$ cat src/rtl/sim_ram_arbiter.sv
// Two-requester round-robin read arbiter in front of a single-port simulation RAM.
// One read is outstanding at a time; a stalled RAM is answered with a timeout error.
module sim_ram_arbiter #(
  parameter int WORD_SIZE = 1,
  parameter int ADDR_SIZE = 32,
  parameter int TIMEOUT   = 16
) (
  input  logic                      clk,
  input  logic                      rst,
  input  logic                      req0_valid,
  input  logic [ADDR_SIZE-1:0]      req0_addr,
  output logic                      req0_ready,
  input  logic                      req1_valid,
  input  logic [ADDR_SIZE-1:0]      req1_addr,
  output logic                      req1_ready,
  output logic                      resp0_valid,
  output logic                      resp1_valid,
  output logic [WORD_SIZE*8-1:0]    resp_data,
  output logic                      resp_err,
  output logic                      ram_read_en,
  output logic [ADDR_SIZE-1:0]      ram_addr,
  input  logic [WORD_SIZE*8-1:0]    ram_read_data,
  input  logic                      ram_data_ready,
  output logic                      busy
);

  localparam int DW = WORD_SIZE * 8;
  localparam int AW = ADDR_SIZE;
  localparam int CW = $clog2(TIMEOUT + 1);
  localparam logic [CW-1:0] CNT_MAX  = CW'(TIMEOUT);
  localparam logic [CW-1:0] CNT_LAST = CW'(TIMEOUT - 1);

  typedef enum logic [1:0] {IDLE, ISSUE, WAIT, RESP} state_t;

  state_t          state_reg;
  logic            last_grant_reg;
  logic            owner_reg;
  logic [CW-1:0]   cnt_reg;
  logic [DW-1:0]   resp_data_reg;
  logic            resp_err_reg;
  logic            resp0_reg;
  logic            resp1_reg;
  logic            read_en_reg;
  logic [AW-1:0]   ram_addr_reg;

  logic grant0;
  logic grant1;
  logic idle_open;

  // On a tie the requester that did not win last time is served.
  assign grant0    = req0_valid && (!req1_valid || last_grant_reg);
  assign grant1    = req1_valid && (!req0_valid || !last_grant_reg);
  assign idle_open = (state_reg == IDLE) && !rst;

  assign req0_ready  = idle_open && grant0;
  assign req1_ready  = idle_open && grant1;
  assign resp0_valid = resp0_reg;
  assign resp1_valid = resp1_reg;
  assign resp_data   = resp_data_reg;
  assign resp_err    = resp_err_reg;
  assign ram_read_en = read_en_reg;
  assign ram_addr    = ram_addr_reg;
  assign busy        = (state_reg != IDLE);

  always_ff @(posedge clk) begin
    if (rst) begin
      state_reg      <= IDLE;
      last_grant_reg <= 1'b1;
      owner_reg      <= 1'b0;
      cnt_reg        <= '0;
      resp_data_reg  <= '0;
      resp_err_reg   <= 1'b0;
      resp0_reg      <= 1'b0;
      resp1_reg      <= 1'b0;
      read_en_reg    <= 1'b0;
      ram_addr_reg   <= '0;
    end else begin
      resp0_reg   <= 1'b0;
      resp1_reg   <= 1'b0;
      read_en_reg <= 1'b0;
      case (state_reg)
        IDLE: begin
          if (grant0 || grant1) begin
            owner_reg      <= grant1;
            last_grant_reg <= grant1;
            ram_addr_reg   <= grant1 ? req1_addr : req0_addr;
            read_en_reg    <= 1'b1;
            state_reg      <= ISSUE;
          end
        end
        ISSUE: begin
          cnt_reg   <= '0;
          state_reg <= WAIT;
        end
        WAIT: begin
          if (cnt_reg != CNT_MAX) begin
            cnt_reg <= cnt_reg + 1'b1;
          end
          if (ram_data_ready) begin
            resp_data_reg <= ram_read_data;
            resp_err_reg  <= 1'b0;
            resp0_reg     <= !owner_reg;
            resp1_reg     <= owner_reg;
            state_reg     <= RESP;
          end else if (cnt_reg >= CNT_LAST) begin
            // This is the TIMEOUT-th silent WAIT cycle.
            resp_data_reg <= '0;
            resp_err_reg  <= 1'b1;
            resp0_reg     <= !owner_reg;
            resp1_reg     <= owner_reg;
            state_reg     <= RESP;
          end
        end
        RESP: begin
          state_reg <= IDLE;
        end
        default: begin
          state_reg <= IDLE;
        end
      endcase
    end
  end

endmodule

$ cat config.mk
export PLATFORM = sky130hd
export DESIGN_NAME = sim_ram_arbiter
export DESIGN_NICKNAME = d
export VERILOG_FILES = /design/src/rtl/sim_ram_arbiter.sv
export SDC_FILE = /design/constraint.sdc
export NUM_CORES = 1
export LEC_CHECK = 0
export CORE_MARGIN = 10
export CORE_UTILIZATION = 40
export DETAILED_ROUTE_END_ITERATION = 16
export PLACE_DENSITY_LB_ADDON = 0.2
export REMOVE_ABC_BUFFERS = 1
export SYNTH_ARGS = -nofsm -noshare
export SYNTH_HDL_FRONTEND = slang
export SYNTH_SLANG_ARGS = --single-unit
$ cat constraint.sdc
create_clock -name clk -period 2.2 [get_ports clk]
set_input_delay 0.22 -clock clk [delete_from_list [all_inputs] [get_ports clk]]
set_output_delay 0.22 -clock clk [all_outputs]
set_load 0.005 [all_outputs]
==> key figures <==
Worst setup path
  • Critical-path maximum fanout: 7
  • Critical Path Source: state_reg[0]
  • Critical Path RT: 1.98 ns
  • R2r startpoint: cnt_reg[0]
  • CP endpoint: req1_ready
  • Worst R2R Setup Slack: 0.45 ns
  • R2R cell count: 7
  • WP data arrival: 1.84 ns
  • Crit end category: output pin
  • WS Path Type: reg2out
  • CP startpoint kind: flop
  • FF-to-FF End: resp_data[2]

Clock tree
  • Clk pin slew, worst setup/hold paths: 0.08 ns
  • CTS Buffer Depth: 2
  • Clock net sink count: 53
  • # hold bufs at CTS: 0
  • H-tree Lvls: 2
  • Clk_lat worst skew: 0.30 ns
  • CTS buffer count: 5
  • CTS tree: yes
  • Clock root buffer: clkbuf_8

Placement
  • Placed Instances: 439
  • GPL Wtd Cong: 0.858
  • Buffers on Ports: 123
  • Dpl ws: 0.226 ns
  • Post-DP HPWL: 5530 um

STA
  • Final Cycle Share: 93.8%
  • WHS: 0.222 ns
  • Endpoints failing setup: 0
  • Layout Skew: 0.00787 ns
  • Slew Limit Headroom: 63.4%
  • Least-Margin Pin Slew: 0.548 ns
  • Fmax: 485 MHz
  • Final min period: 2.06 ns
  • Slew Viols, Final: 0
  • Final worst slack: 0.136 ns
  • Hold Violations, Final: 0

Die
  • Die W: 98.8 um
  • DIE AREA: 9750 um^2
  • Core Footprint: 5960 um^2
  • Initial Util: 41.7%
  • Chip Height: 98.8 um
  • Top-level I/O count: 124
  • FP Rows: 28

Route
  • DRC: 0
  • Routed Antenna Nets: 0
  • Vias per cell: 4.95
  • Initial drt markers: 89
  • Vias: 2208
  • 1st-pass router iterations: 4
  • Routed length per instance: 15.7 um
  • Final WL: 7020 um

Min path
  • Worst Hold Class: in2reg

Layout
  • Fillcell total: 531
  • Number of antenna diodes: 0
  • P&R area growth vs syn: 53.8%
  • Number of flip-flops in the largest register: 32
  • Fin util: 64.1%
  • Most frequent cells in the layout: 122 x clkdlybuf4s50_1, 53 x dfxtp_1, 42 x mux2i_1, 33 x nor2_1, 32 x a211oi_1
  • # nets final: 455
  • Most common cell after layout, fill and taps aside: clkdlybuf4s50_1
  • Fraction of layout cells with a size suffix above 1: 4.58%
  • Finished Layout Cells: 446

Global route
  • Initial antenna violation count: 0
  • First-pass GRT wire length: 11600 um
  • GRT Overall Usage: 14.2%
  • Largest net degree at the start of global routing: 65
  • GR Overflow Total: 0
  • Number of global-route vias before repair: 2308

Synthesis
  • Synth cell types: 36
  • Adder-cell share of the synthesized area: 3.53%
  • Largest family of logic cells by synthesized area: multiplexers
  • Post-synth EDFFs: 0
  • Average cell area after synthesis: 9.69 um^2
  • FF+latch count, synth: 53
  • XOR/XNOR Fraction of Synth Area: 0%
  • Simple-gate share of the synthesized area: 14.8%
  • Asr flop ratio synth: 0%
  • Mux cell area share after synthesis: 16.9%
  • Gate Count Post-Synth: 256
  • Compound-cell area share of the yosys netlist: 14.9%
  • YS warnings: 0
  • Synth Flop Type: dfxtp_1
  • Top cell type's share of synthesized area: 42.8%
  • Mapped Area: 2480 um^2
  • Seq/Total Area, Yosys: 42.8%
  • Area leader, netlist: dfxtp_1
  • Synth top area cells: dfxtp_1 43%, mux2i_1 17%, a211oi_1 9.7%

Power
  • Pwr Density: 876 nW/um^2
  • Worst IR Drop VDD: 0.766 mV
  • Lkg Pwr: 0.00147 uW

Flow run
  • Maxcap violations: 0

Run status
  • Status: completed
==> cells in the mapped netlist, drive strengths merged (3+ instances only) <==
master	instances
inv	9
dfxtp	53
nor2	33
buf	13
a21oi	7
ha	7
nand2	9
o211ai	3
nand3	4
mux2i	42
clkbuf	7
nor3	3
nand2b	12
a211oi	32
==> worst max-delay path, cell delays in order (launching register included) <==
cell	delay (ns)
dfxtp_1	0.33
inv_1	0.11
ha_2	0.27
inv_1	0.10
nor3b_1	0.21
clkdlybuf4s50_1	0.54
==> layout make-up <==
class	instances	area, um^2	area share, %
timing repair buffer	128	1290	33.8
inverter	9	33.8	0.885
clock inverter	1	8.76	0.230
sequential	53	1060	27.8
tap	75	93.8	2.46
multi-input combinational	174	1260	33.0
clock buffer	6	72.6	1.90
==> routing by layer <==
layer	global-route usage (%)	up-vias	wire, um	part of all wire [%]
li1	-	1138	-	-
met1	15.8	973	2920	42
met2	21.9	91	3070	44
met3	9.57	6	970	14
met4	3.09	0	65	0.93
met5	0	-	0	0
==> worst min path at each step <==
stage | from | end | slack (ns) | depth (start not counted)
2_1_floorplan | rst | cnt_reg[0] | 0.29 | 1
3_3_place_gp | resp_err | resp_err | 0.46 | 2
3_5_place_dp | owner_reg | resp0_valid | 0.47 | 1
4_1_cts | rst | ram_read_en | 0.22 | 2
5_1_grt | rst | ram_read_en | 0.22 | 2
6_report | rst | ram_read_en | 0.22 | 2
==> stage by stage <==
step	TNS, ns	area [um^2]	power (uW)
after floorplan	-0.749	2340	2040
after global placement	0	3730	2840
after detailed placement	0	3730	2870
after CTS	0	3810	3400
after global routing	-0.00953	3820	3610
final	0	3820	3340
==> cells by family (layout without fill, tap and decap cells) <==
| family | Yosys count | after routing |
|---|---|---|
| AND/OR/NAND/NOR | 74 | 74 |
| multiplexers | 42 | 42 |
| adder cells (fa/ha/maj) | 7 | 7 |
| AO/OA/AOI/OAI | 51 | 51 |
| flip-flops | 53 | 53 |
| buffers and inverters | 29 | 144 |
==> report_power, final <==
part / internal [uW] / total [uW] / switching (uW)
Clock: 221 / 518 / 297
Combinational: 824 / 1500 / 672
Sequential: 1200 / 1330 / 129
==> timing repair <==
action,in CTS,in global routing
hold endpoints to repair,0,0
buffers inserted,0,0
gates resized for setup,0,1
setup endpoints to repair,0,1
No activity file was read; power rests on OpenSTA's default activity.
